--- src/rtl/display_pkg.sv ---
// Shared types and constants for the display-side frame-buffer scan-out.
// Holds the scan state enum, the timing config record and its legality check.
package display_pkg;

   localparam int ADDR_W = 16;
   localparam int PIX_W  = 8;
   localparam int CFG_W  = 10;

   typedef enum logic [1:0] {
      SCAN_IDLE,
      SCAN_ACTIVE,
      SCAN_HBLANK,
      SCAN_VBLANK
   } scan_state_t;

   typedef struct packed {
      logic [CFG_W-1:0] hb;
      logic [CFG_W-1:0] vb;
      logic [CFG_W-1:0] aip;
      logic [CFG_W-1:0] ail;
   } cfg_t;

   // A frame must have at least one pixel and must fit in the addressable memory.
   function automatic logic cfg_legal(input cfg_t c, input int addr_w);
      logic [2*CFG_W-1:0] prod;
      prod = {{CFG_W{1'b0}}, c.aip} * {{CFG_W{1'b0}}, c.ail};
      return (c.aip != '0) && (c.ail != '0) && (64'(prod) <= (64'd1 << addr_w));
   endfunction

endpackage

--- src/rtl/display_scan_out_scan_timing_gen.sv ---
// Raster timing generator: walks active lines, horizontal and vertical blanking
// and drives the frame memory read address with a running (multiply-free) counter.
module scan_timing_gen
   import display_pkg::*;
#(
   parameter int ADDR_W = display_pkg::ADDR_W
)(
   input  logic              clk,
   input  logic              reset,
   input  logic              go,
   input  cfg_t              cfg,
   output logic [ADDR_W-1:0] rd_addr,
   output logic              rd_en,
   output logic              h_blank,
   output logic              v_blank,
   output logic              frame_end,
   output logic              idle
);

   scan_state_t       state, state_n;
   logic [CFG_W-1:0]  col, col_n;
   logic [CFG_W-1:0]  line, line_n;
   logic [CFG_W-1:0]  blk, blk_n;
   logic [ADDR_W-1:0] addr, addr_n;
   logic              vb_hb, vb_hb_n;
   logic              line_end;

   always_ff @(posedge clk or posedge reset) begin
      if (reset) begin
         state <= SCAN_IDLE;
         col   <= '0;
         line  <= '0;
         blk   <= '0;
         addr  <= '0;
         vb_hb <= 1'b0;
      end else begin
         state <= state_n;
         col   <= col_n;
         line  <= line_n;
         blk   <= blk_n;
         addr  <= addr_n;
         vb_hb <= vb_hb_n;
      end
   end

   // A vertical blank line is an active-length stretch (col) followed by an
   // hb-length stretch (blk, vb_hb=1), so every counter stays CFG_W bits wide.
   always_comb begin
      state_n   = state;
      col_n     = col;
      line_n    = line;
      blk_n     = blk;
      addr_n    = addr;
      vb_hb_n   = vb_hb;
      frame_end = 1'b0;
      line_end  = 1'b0;
      case (state)
         SCAN_IDLE: begin
            if (go) begin
               state_n = SCAN_ACTIVE;
               col_n   = '0;
               line_n  = '0;
               addr_n  = '0;
            end
         end
         SCAN_ACTIVE: begin
            addr_n = addr + 1'b1;
            if (col == cfg.aip - 1'b1) begin
               col_n = '0;
               if (cfg.hb != '0) begin
                  state_n = SCAN_HBLANK;
                  blk_n   = '0;
               end else if (line != cfg.ail - 1'b1) begin
                  line_n = line + 1'b1;
               end else if (cfg.vb != '0) begin
                  state_n = SCAN_VBLANK;
                  line_n  = '0;
                  vb_hb_n = 1'b0;
               end else begin
                  frame_end = 1'b1;
               end
            end else begin
               col_n = col + 1'b1;
            end
         end
         SCAN_HBLANK: begin
            if (blk == cfg.hb - 1'b1) begin
               if (line != cfg.ail - 1'b1) begin
                  state_n = SCAN_ACTIVE;
                  line_n  = line + 1'b1;
               end else if (cfg.vb != '0) begin
                  state_n = SCAN_VBLANK;
                  line_n  = '0;
                  col_n   = '0;
                  vb_hb_n = 1'b0;
               end else begin
                  frame_end = 1'b1;
               end
            end else begin
               blk_n = blk + 1'b1;
            end
         end
         SCAN_VBLANK: begin
            if (!vb_hb) begin
               if (col == cfg.aip - 1'b1) begin
                  col_n = '0;
                  if (cfg.hb != '0) begin
                     vb_hb_n = 1'b1;
                     blk_n   = '0;
                  end else begin
                     line_end = 1'b1;
                  end
               end else begin
                  col_n = col + 1'b1;
               end
            end else if (blk == cfg.hb - 1'b1) begin
               vb_hb_n  = 1'b0;
               line_end = 1'b1;
            end else begin
               blk_n = blk + 1'b1;
            end
            if (line_end) begin
               if (line == cfg.vb - 1'b1) frame_end = 1'b1;
               else                       line_n    = line + 1'b1;
            end
         end
         default: state_n = SCAN_IDLE;
      endcase
      // The last cycle of a frame chains straight into the next one, or parks in IDLE.
      if (frame_end) begin
         if (go) begin
            state_n = SCAN_ACTIVE;
            col_n   = '0;
            line_n  = '0;
            blk_n   = '0;
            addr_n  = '0;
            vb_hb_n = 1'b0;
         end else begin
            state_n = SCAN_IDLE;
         end
      end
   end

   always_comb begin
      idle    = (state == SCAN_IDLE);
      rd_en   = (state == SCAN_ACTIVE);
      rd_addr = (state == SCAN_ACTIVE) ? addr : '0;
      v_blank = (state == SCAN_VBLANK);
      h_blank = (state == SCAN_HBLANK) || ((state == SCAN_VBLANK) && vb_hb);
   end

endmodule

--- src/rtl/display_scan_out.sv ---
// Frame-buffer scan-out: config shadowing and legality check around the timing
// generator, plus the one-cycle stage that aligns flags with returning read data.
module display_scan_out
   import display_pkg::*;
#(
   parameter int ADDR_W = display_pkg::ADDR_W,
   parameter int PIX_W  = display_pkg::PIX_W,
   parameter int CFG_W  = display_pkg::CFG_W
)(
   input  logic              clk,
   input  logic              reset,
   input  logic              CSDisplay,
   input  logic [CFG_W-1:0]  HBOut_PD,
   input  logic [CFG_W-1:0]  VBOut_PD,
   input  logic [CFG_W-1:0]  AIPOut_PD,
   input  logic [CFG_W-1:0]  AILOut_PD,
   output logic [ADDR_W-1:0] FrameRAddr,
   output logic              FrameREn,
   input  logic [PIX_W-1:0]  FrameRData,
   output logic [PIX_W-1:0]  PixelOut,
   output logic              PixelValid,
   output logic              HBlank,
   output logic              VBlank,
   output logic              FrameDone,
   output logic              ConfigErr
);

   cfg_t              live_cfg;
   cfg_t              shadow_cfg;
   logic              live_ok;
   logic              go;
   logic              latch_pt;
   logic              gen_idle;
   logic              gen_frame_end;
   logic [ADDR_W-1:0] rd_addr;
   logic              rd_en;
   logic              h_blank;
   logic              v_blank;
   logic              pix_valid_q;
   logic              h_blank_q;
   logic              v_blank_q;
   logic              frame_done_q;
   logic              cfg_err_q;

   assign live_cfg = '{hb: HBOut_PD, vb: VBOut_PD, aip: AIPOut_PD, ail: AILOut_PD};
   assign live_ok  = cfg_legal(live_cfg, ADDR_W);
   assign go       = CSDisplay && live_ok;
   assign latch_pt = gen_idle || gen_frame_end;

   scan_timing_gen #(.ADDR_W(ADDR_W)) u_timing (
      .clk       (clk),
      .reset     (reset),
      .go        (go),
      .cfg       (shadow_cfg),
      .rd_addr   (rd_addr),
      .rd_en     (rd_en),
      .h_blank   (h_blank),
      .v_blank   (v_blank),
      .frame_end (gen_frame_end),
      .idle      (gen_idle)
   );

   // Config is only sampled in IDLE or on a frame's last cycle, so mid-frame edits wait.
   always_ff @(posedge clk or posedge reset) begin
      if (reset) begin
         shadow_cfg <= '0;
         cfg_err_q  <= 1'b0;
      end else if (latch_pt && CSDisplay) begin
         shadow_cfg <= live_cfg;
         if (!live_ok)      cfg_err_q <= 1'b1;
         else if (gen_idle) cfg_err_q <= 1'b0;
      end
   end

   always_ff @(posedge clk or posedge reset) begin
      if (reset) begin
         pix_valid_q  <= 1'b0;
         h_blank_q    <= 1'b0;
         v_blank_q    <= 1'b0;
         frame_done_q <= 1'b0;
      end else begin
         pix_valid_q  <= rd_en;
         h_blank_q    <= h_blank;
         v_blank_q    <= v_blank;
         frame_done_q <= gen_frame_end;
      end
   end

   // Read data arrives one cycle after the enable, exactly when the valid stage is high.
   assign PixelOut   = pix_valid_q ? FrameRData : '0;
   assign PixelValid = pix_valid_q;
   assign HBlank     = h_blank_q;
   assign VBlank     = v_blank_q;
   assign FrameDone  = frame_done_q;
   assign FrameREn   = rd_en;
   assign FrameRAddr = rd_addr;
   assign ConfigErr  = cfg_err_q;

endmodule

--- config.mk ---
export PLATFORM = sky130hd
export DESIGN_NAME = display_scan_out
export DESIGN_NICKNAME = d
export VERILOG_FILES = /design/src/rtl/display_pkg.sv /design/src/rtl/display_scan_out_scan_timing_gen.sv /design/src/rtl/display_scan_out.sv
export SDC_FILE = /design/constraint.sdc
export NUM_CORES = 1
export LEC_CHECK = 0
export ABC_CLOCK_PERIOD_IN_PS = 3760
export BUFFER_PORTS_ARGS = -buffer_cell sky130_fd_sc_hd__buf_2
export CAP_MARGIN = 0
export CORE_AREA = 2 2 214 164
export CTS_CLUSTER_SIZE = 16
export DETAILED_ROUTE_END_ITERATION = 12
export DIE_AREA = 0 0 216 166
export PLACE_DENSITY = 0.43
export SYNTH_ARGS = -nofsm -noshare
export SYNTH_HDL_FRONTEND = slang
export SYNTH_SLANG_ARGS = --single-unit
--- constraint.sdc ---
create_clock -name clk -period 3.76 [get_ports clk]
set_input_delay 0.188 -clock clk [delete_from_list [all_inputs] [get_ports clk]]
set_output_delay 0.188 -clock clk [all_outputs]
set_load 0.01 [all_outputs]
==> run metrics, run 1 <==
post-synth cell types=91; Post-Place Cells=1728; core area=34000 um2; DRT iter0 DRCs=466; CP Data Required Time=3990 ps; Die Area=35900 um2; synth cell count leaders=106 x nand2_1, 94 x dfrtp_1, 90 x inv_1; fin crit share=1.46; layout cells sized above 1=0.304; nature of the critical path startpoint=input port; CTS tree=built; Max Root-Sink Buffers=2; Switching Fraction=0.443; final net count=1484; total track usage=0.167; Die Ht=166 um; routed len/inst=16.7 um; clk sink count=94; Die Wd=216 um; CTS root buf=clkbuf_16; Clock Power Share=0.093; share of total power in combinational logic=0.713; Post-synth EDFFs=0; worst-margin pin slew=1060 ps; Max FO, Critical Path=5; routability cong.=0.818; MaxCap Viol Count=0; fraction of registers with async set/reset=1.00; Non-Filler Instances=1763; Psw=4.13 mW; most common cell in the synthesized netlist=nand2_1; CTS buffer count=9; Post-Route WL=29400 um; first-pass GRT wire length=48100 um; PwrDens=723 nW/um2; largest area contributor in the netlist=dfrtp_1; sequential power share=0.194; Initial Util=0.295; Antenna Cells=0; # fillers=3531; max-slew violations=0; IO Pins=81; post-synth top area share=0.235; TritonRoute pass-1 iters=7; Mean Syn Cell Area=8.94 um2; Hold Worst Slack=38.7 ps; port bufs=80; Seq. cell area=2350 um2; total gr overflow=0; failing checks=negative setup slack; Worst EP arrival=5710 ps; Overall Power=9.34 mW; Static Leak=5.95 nW; largest net degree at the start of global routing=46; Min-Delay Path Class=input port to register; post-synthesis register bit count=94; Worst Skew=8.51 ps; WS Path Type=input port to register; Final setup violation count=50; Fin. Hold Viols=0; Setup crit end kind=register; vias in the first global route=8442; CTS HTree Levels=3; antenna-violating nets left=0; setup ws final=-1720 ps; drt drc=0; clock-pin slew on the worst setup and hold paths=70 ps; RSZ-0062 raised after global routing=yes; cells after synthesis=1120; Seq/Total Area, Yosys=0.235; Post-Place Setup Slack=-2370 ps; Multi-input gate area=7580 um2; top cells by area, synth=dfrtp_1 23%, fa_1 12%, ha_1 8.5%; Final min period=5480 ps; initial antenna violation count=0; Synth warnings=0; worst-skew pair later-pin latency=360 ps; Row Count=59; HPWL after detailed placement=22800 um; Slew HR=0.293; post-synth net total=1301; Max IR drop VDD=0.343 mV; vias after detailed routing=8660; post-layout util=0.380; status=complete, but fails checks; Vias/cell=4.91; Post-synth top flop=dfrtp_1; internal power=5.21 mW; Mapped Area=10000 um2; Layout Area Growth over Synthesis=29.0%; Max Freq=182 MHz
-- final timing paths --
kind                                           start                           to  slack, ps  depth (start not counted)
max                                     AIPOut_PD[3]  u_timing.addr[11]$_DFF_PP0_      -1720                         21
min in group asynchronous                      reset  u_timing.addr[15]$_DFF_PP0_        290                          3
max reg2reg                shadow_cfg[2]$_DFFE_PP0P_   shadow_cfg[11]$_DFFE_PP0P_        160                         12
max in group asynchronous                      reset   shadow_cfg[18]$_DFFE_PP0P_       2640                          4
min                                      HBOut_PD[8]   shadow_cfg[38]$_DFFE_PP0P_         40                          2
min reg2reg                    ConfigErr$_DFFE_PP0P_        ConfigErr$_DFFE_PP0P_        510                          2
-- per-stage QoR --
| step | setup TNS [ps] | cell area [um2] |
|---|---|---|
| floorplan | -84190 | 10400 |
| global placement | -114230 | 11900 |
| detailed placement | -114990 | 11900 |
| CTS | -82420 | 12500 |
| global route | -88400 | 12900 |
| finish | -81180 | 12900 |
-- placed cells by master, fill, tap and decap left out, drive strengths merged, types with 4 or more instances in the layout --
cell type	count
xnor2	37
nor2	65
or3	8
a21oi	53
a31oi	6
nor4	23
a21o	20
o2bb2ai	4
fa	62
nand3	26
buf	224
ha	68
and2	67
nor2b	8
or2	15
clkbuf	12
o21bai	7
or4	4
nand2	106
a311oi	4
o21a	4
nand2b	19
nand4b	4
inv	90
a21boi	5
o21ai	43
nor3	26
nor3b	7
a211oi	16
dfrtp	94
a32oi	4
mux2	42
nand4	12
a22oi	9
a22o	4
and3	24
xor2	24
-- final cells by class --
cell class,instances,area share
Clock buffer,10,0.0185
Clock inverter,4,0.00194
Inverter,90,0.0263
Multi-Input combinational cell,881,0.587
Sequential cell,94,0.182
Tap cell,457,0.0443
Timing Repair Buffer,227,0.140
-- registers in the layout, indices dropped and copies added (netlist names) --
signal / count
HBlank: 1
u_timing.state: 2
u_timing.col: 10
FrameDone: 1
shadow_cfg: 40
u_timing.line: 10
u_timing.vb_hb: 1
VBlank: 1
ConfigErr: 1
u_timing.addr: 16
u_timing.blk: 10
PixelValid: 1
-- cell families (layout without fill, tap and decap cells) --
kind of cell	count (synthesis)	count (layout)	share of synthesized area
multiplexers	44	44	0.0639
AND/OR/NAND/NOR	424	424	0.227
flip-flops	94	94	0.235
adder cells (fa/ha/maj)	130	130	0.209
XOR/XNOR	61	61	0.0534
buffers and inverters	145	331	0.0590
AO/OA/AOI/OAI	222	222	0.153
-- per-layer routing --
| layer | wire length [um] | GRT usage | vias up |
|---|---|---|---|
| met5 | 0 | 0 | - |
| met4 | 140 | 0.0220 | 0 |
| met3 | 925 | 0.0229 | 8 |
| met2 | 11400 | 0.215 | 114 |
| met1 | 16900 | 0.287 | 4270 |
| li1 | - | - | 4268 |
-- power by group through the flow --
stage / sequential (mW) / combinational (mW) / clock (mW)
2_1_floorplan: 1.64 / 4.19 / 0
3_3_place_gp: 1.83 / 6.04 / 0
3_5_place_dp: 1.82 / 6.00 / 0
4_1_cts: 1.81 / 6.28 / 0.904
5_1_grt: 1.88 / 7.40 / 0.952
6_report: 1.81 / 6.66 / 0.864
-- worst max-delay path, stage by stage --
cell and delay, ps:
buf_12 110, buf_12 120, nand2_4 60, fa_1 420
fa_1 540, fa_1 430, fa_1 510, inv_2 40
fa_1 540, ha_4 220, a21o_1 180, a32oi_1 230
nand2_2 140, or4_4 430, and3_4 170, nor4b_4 220
or3b_4 470, and2_4 220, nand2b_4 200, nor2_2 170
a211oi_1 90
-- repair_timing --
item,CTS,global route
hold endpoints to repair,12,0
cloned,1,1
hold buffers,1,0
gates resized for setup,59,94
pin swaps,26,43
endpoints found under the setup margin,50,90
buffers inserted,9,13
Power figures use the tool's default switching activity.
==> run 2, diff against run 1 <==
--- a/config.mk
+++ b/config.mk
@@ -9,6 +9,7 @@
 export BUFFER_PORTS_ARGS = -buffer_cell sky130_fd_sc_hd__buf_2
 export CAP_MARGIN = 0
 export CORE_AREA = 2 2 214 164
+export CTS_BUF_LIST = sky130_fd_sc_hd__clkbuf_2 sky130_fd_sc_hd__clkbuf_4 sky130_fd_sc_hd__clkbuf_8
 export CTS_CLUSTER_SIZE = 16
 export DETAILED_ROUTE_END_ITERATION = 12
 export DIE_AREA = 0 0 216 166
==> run metrics, run 2 (synthesized netlist as in run 1, its figures left out) <==
status=complete, but fails checks; failing checks=negative setup slack; worst-margin pin slew=1040 ps; WHS Endpoint=shadow_cfg[35]$_DFFE_PP0P_; vias in the first global route=8475; IO Pins=81; CTS buffer count=9; CTS root buf=clkbuf_8; CTS tree=built; Max Freq=184 MHz; Post-Route WL=29500 um; Min-Delay Path Class=input port to register; WS Path Type=input port to register; TritonRoute pass-1 iters=5; share of total power in combinational logic=0.732; Worst Min Path Start=HBOut_PD[5]; number of flip-flops under the largest register name=40; Worst EP arrival=5710 ps; antenna-violating nets left=0; setup_tns=-78930 ps; Max IR drop VDD=0.343 mV; clock-pin slew on the worst setup and hold paths=90 ps; Final min period=5440 ps; final net count=1494; Reg2Reg Launch Point=shadow_cfg[2]$_DFFE_PP0P_; Initial Util=0.295; Slew HR=0.305; internal power=5.01 mW; max-slew violations=0; initial antenna violation count=0; routed len/inst=16.6 um; nature of the critical path startpoint=input port; MaxCap Viol Count=0; commonest non-fill, non-tap cell in the layout=buf_4; first-pass GRT wire length=48100 um; HPWL after detailed placement=22800 um; Max FO, Critical Path=5; post-route design area=12900 um2; FF-to-FF path depth=12; layout cells sized above 1=0.304; crit path from=AIPOut_PD[3]; Die Area=35900 um2; drt drc=0; Final setup violation count=50; Psw=4.12 mW; Worst Skew=10.1 ps; Fin. Hold Viols=0; Setup crit end kind=register; Layout Area Growth over Synthesis=29.2%; routability cong.=0.818; total track usage=0.167; Post-Place Cells=1728; Die Ht=166 um; Non-Filler Instances=1773; Reg2Reg Setup Slack=150 ps; Largest regs=shadow_cfg: 40 flops, u_timing.addr: 16 flops; port bufs=80; CTS HTree Levels=3; clk sink count=94; Clock Power Share=0.069; total gr overflow=0; Static Leak=5.95 nW; worst-skew pair later-pin latency=390 ps; CP Data Required Time=4030 ps; R2R Path End=shadow_cfg[18]$_DFFE_PP0P_; sequential power share=0.199; Switching Fraction=0.451; core area=34000 um2; Row Count=59; fin crit share=1.45; Max Root-Sink Buffers=2; placed cell area=11900 um2; most flop-heavy register=shadow_cfg; RSZ-0062 raised after global routing=yes; commonest non-fill, non-tap cells in the layout=129 x buf_4, 94 x dfrtp_1, 92 x nand2_1; Antenna Cells=0; setup ws final=-1680 ps; DRT iter0 DRCs=453; vias after detailed routing=8675; PwrDens=705 nW/um2; Die Wd=216 um; Vias/cell=4.89; largest net degree at the start of global routing=46; cell count of the worst hold path=2
==> run 2: cell types whose count changed in the layout (fill, tap and decap cells not counted), sizes merged <==
cell,change
dlygate4sd3,+10
==> run 2: cell type report <==
cell class / count / area (um2)
Timing Repair Buffer: 237 / 1910
Inverter: 90 / 340
Clock buffer: 10 / 138
Fill cell: 3529 / 21000
Multi-Input combinational cell: 881 / 7600
Sequential cell: 94 / 2350
Tap cell: 457 / 572
Clock inverter: 4 / 25.0
==> run 2: how the worst max path moves through the flow <==
stage | endpoint | slack [ps] | depth (start not counted)
final | u_timing.addr[8]$_DFF_PP0_ | -1680 | 21
after global routing | u_timing.addr[7]$_DFF_PP0_ | -1830 | 24
after CTS | u_timing.addr[14]$_DFF_PP0_ | -1690 | 23
after detailed placement | u_timing.col[8]$_DFF_PP0_ | -2370 | 21
after global placement | u_timing.addr[14]$_DFF_PP0_ | -2350 | 22
after floorplan | u_timing.line[7]$_DFF_PP0_ | -1800 | 20
==> run 2: power groups by stage <==
| stage | clock network [mW] | logic [mW] | registers, mW |
|---|---|---|---|
| floorplan | 0 | 4.19 | 1.64 |
| global placement | 0 | 6.04 | 1.83 |
| detailed placement | 0 | 6.00 | 1.82 |
| CTS | 0.667 | 6.30 | 1.81 |
| global route | 0.713 | 7.42 | 1.88 |
| finish | 0.629 | 6.68 | 1.81 |
==> run 2: critical path, stage by stage <==
cell and delay, ps:
buf_12 110, buf_12 130, nand2_4 60, fa_1 420, fa_1 540, fa_1 430
fa_1 510, inv_2 40, fa_1 540, ha_4 220, a21o_1 180, a32oi_1 230
nand2_2 130, or4_4 430, and3_4 170, nor4b_4 220, or3b_4 470, and2_4 220
nand2b_4 210, nor3_4 160, a31oi_1 100
==> run 2: per-stage QoR <==
stage	hold WS (ps)	util	power, mW	worst slack (ps)
after floorplan	320	-	5.84	-1800
after global routing	3.73	0.381	10.0	-1830
after CTS	1.36	0.369	8.77	-1690
final	26.8	0.381	9.12	-1680
after global placement	123	0.350	7.87	-2350
after detailed placement	125	0.350	7.82	-2370
==> run 2: layer usage <==
metal	track usage	routed length, um
met5	0	0
met4	0.0220	155
met3	0.0223	957
met2	0.216	11400
met1	0.287	16900
==> run 2: repair_timing <==
action	4_1_cts	5_1_grt
setup endpoints to repair	50	90
resized for setup	64	91
hold buffers	11	0
endpoints found under the hold margin	22	0
cloned	1	1
setup buffers	9	12
pin swaps	26	46
==> run 3, diff against run 2 <==
--- a/config.mk
+++ b/config.mk
@@ -8,12 +8,14 @@
 export ABC_CLOCK_PERIOD_IN_PS = 3760
 export BUFFER_PORTS_ARGS = -buffer_cell sky130_fd_sc_hd__buf_2
 export CAP_MARGIN = 0
-export CORE_AREA = 2 2 214 164
-export CTS_BUF_LIST = sky130_fd_sc_hd__clkbuf_2 sky130_fd_sc_hd__clkbuf_4 sky130_fd_sc_hd__clkbuf_8
+export CORE_AREA = 2 2 215 164
+export CTS_BUF_LIST = sky130_fd_sc_hd__clkbuf_8
 export CTS_CLUSTER_SIZE = 16
 export DETAILED_ROUTE_END_ITERATION = 12
-export DIE_AREA = 0 0 216 166
+export DIE_AREA = 0 0 217 166
 export PLACE_DENSITY = 0.43
 export SYNTH_ARGS = -nofsm -noshare
 export SYNTH_HDL_FRONTEND = slang
+export SYNTH_HIERARCHICAL = 1
 export SYNTH_SLANG_ARGS = --single-unit
+export TNS_END_PERCENT = 1
==> run metrics, run 3 <==
Min-Delay Path Class=input port to register; Max FO, Critical Path=11; cell with the most instances on the worst path=fa_1; first-pass GRT wire length=48400 um; setup_tns=-77740 ps; Layout Area Growth over Synthesis=24.8%; port bufs=80; post-layout util=0.368; Final setup violation count=50; Max Root-Sink Buffers=2; final net count=1512; Synth warnings=6; total gr overflow=0; clk sink count=94; fin crit share=1.46; CP Data Required Time=4050 ps; Reg2Reg Setup Slack=210 ps; Vias/cell=4.99; Die Area=36000 um2; CTS buffer count=9; vias after detailed routing=8941; Slew HR=0.463; Antenna Cells=0; Seq/Total Area, Yosys=0.234; HPWL after detailed placement=22900 um; antenna-violating nets left=0; Critical Path Slowest Stage Cell=fa_1; # fillers=3548; PwrDens=402 nW/um2; core area=34100 um2; cells after synthesis=1160; most flop-heavy register=shadow_cfg; post-synth net total=1341; synth cell count leaders=118 x nand2_1, 99 x inv_1, 94 x dfrtp_1; Switching Fraction=0.409; WS Path Type=input port to register; routability cong.=0.844; CTS root buf=clkbuf_8; largest net degree at the start of global routing=38; post-synthesis register bit count=94; worst path cell trace=buf_6 > nand2_1 > fa_1 > fa_1 > fa_1 > fa_1 > inv_1 > fa_2 > ha_4 > a21oi_1 > nor2_2 > a211oi_1 > buf_4 > a21oi_1 > mux2_2 > o41ai_2 > buf_4 > and3_4 > and2_4 > o2bb2ai_2 > o21bai_4 > mux2i_1 > mux2_4; drt drc=0; sequential power share=0.200; Mean Syn Cell Area=8.67 um2; Row Count=59; top cells by area, synth=dfrtp_1 23%, fa_1 12%, ha_1 8.5%; IO Pins=81; vias in the first global route=8971; internal power=2.98 mW; Setup crit end kind=register; Worst EP arrival=5780 ps; routed len/inst=16.2 um; post-synth cell types=84; clock-pin slew on the worst setup and hold paths=90 ps; number of flip-flops under the largest register name=40; commonest non-fill, non-tap cells in the layout=114 x buf_4, 111 x nand2_1, 96 x inv_1; worst-margin pin slew=796 ps; failing checks=negative setup slack; status=complete, but fails checks; Mapped Area=10100 um2; DRT iter0 DRCs=597; post-synth top area share=0.234; Max Freq=182 MHz; commonest non-fill, non-tap cell in the layout=buf_4; Initial Util=0.295; Max IR drop VDD=0.346 mV; Static Leak=5.91 nW; worst-skew pair later-pin latency=410 ps; Post-synth top flop=dfrtp_1; Clock Power Share=0.153; fraction of registers with async set/reset=1.00; Worst Skew=20.9 ps; most common cell in the synthesized netlist=nand2_1; post-route design area=12600 um2; Post-Route WL=29100 um; layout cells sized above 1=0.240; Final min period=5490 ps; largest area contributor in the netlist=dfrtp_1; max-slew violations=0; setup ws final=-1730 ps; Die Wd=217 um; Largest regs=shadow_cfg: 40 flops, u_timing/addr: 16 flops; Fin. Hold Viols=0; Psw=2.07 mW; CTS tree=built; MaxCap Viol Count=0; Crit path largest cell delay=550 ps; initial antenna violation count=0; RSZ-0062 raised after global routing=yes; Post-synth EDFFs=0; placed cell area=11800 um2; CTS HTree Levels=3; Die Ht=166 um; share of total power in combinational logic=0.647; TritonRoute pass-1 iters=5; total track usage=0.166; Hold Worst Slack=23.8 ps; nature of the critical path startpoint=input port
-- run 3: worst paths after layout --
| check | start | end | cells after the start |
|---|---|---|---|
| worst max-delay path | AIPOut_PD[6] | u_timing/state[0]$_DFFE_PP0P_ | 23 |
| worst min-delay path | HBOut_PD[5] | shadow_cfg[35]$_DFFE_PP0P_ | 2 |
| worst max register to register | shadow_cfg[10]$_DFFE_PP0P_ | shadow_cfg[14]$_DFFE_PP0P_ | 13 |
| worst min register to register | shadow_cfg[21]$_DFFE_PP0P_ | shadow_cfg[21]$_DFFE_PP0P_ | 1 |
| max in group asynchronous | reset | u_timing/col[3]$_DFF_PP0_ | 4 |
| min in group asynchronous | reset | shadow_cfg[23]$_DFFE_PP0P_ | 3 |
-- run 3: power groups by stage --
stage,clock network [mW],registers (mW),logic [mW]
global placement,0,1.03,2.96
detailed placement,0,1.03,2.94
floorplan,0,1.03,1.89
finish,0.773,1.01,3.26
CTS,0.808,1.01,3.22
global route,0.853,1.01,3.69
-- run 3: metrics by stage --
step / power [mW] / worst slack [ps] / std cells
3_5_place_dp: 3.97 / -2460 / 1751
2_1_floorplan: 2.92 / -1930 / 1160
3_3_place_gp: 3.99 / -2410 / 1751
4_1_cts: 5.04 / -1720 / 1791
6_report: 5.05 / -1730 / 1792
5_1_grt: 5.56 / -1910 / 1792
-- run 3: repair_timing --
action / in CTS / in global routing
gates resized for setup: 72 / 7
hold buffers: 19 / 1
setup endpoints to repair: 50 / 90
hold endpoints to repair: 57 / 1
pin swaps: 21 / 4
buffers inserted: 6 / 0
-- run 3: area by class of cell --
class,instances,area [um2],share of cell area
clock buffer,9,124,0.00987
clock inverter,6,86.3,0.00688
inverter,99,372,0.0296
multi-input combinational,908,7330,0.584
sequential,94,2350,0.187
tap,457,572,0.0455
timing repair buffer,219,1720,0.137
-- run 3: cells by family (layout without fill, tap and decap cells) --
family,count (synthesis),in the layout,share of synthesized area
simple gates,455,455,0.242
compound gates,213,213,0.148
buf+inv,158,333,0.0602
fa+ha+maj,130,130,0.208
flops,94,94,0.234
xor+xnor,62,62,0.0553
mux,48,48,0.0531
-- run 3: metal layers --
layer | up-vias | part of all wire | track usage
met5 | - | 0 | 0
met4 | 0 | 0.0068 | 0.0200
met3 | 16 | 0.034 | 0.0289
met2 | 163 | 0.41 | 0.236
met1 | 4352 | 0.55 | 0.265
li1 | 4410 | - | -
-- run 3: worst max-delay path, delay by kind of cell --
family                     cells  cell delay, ps
AOI/OAI and AO/OA              6            1060
adders and majority gates      6            2750
and+or+nand+nor                4             540
muxes                          3             680
buffers and inverters          4             540
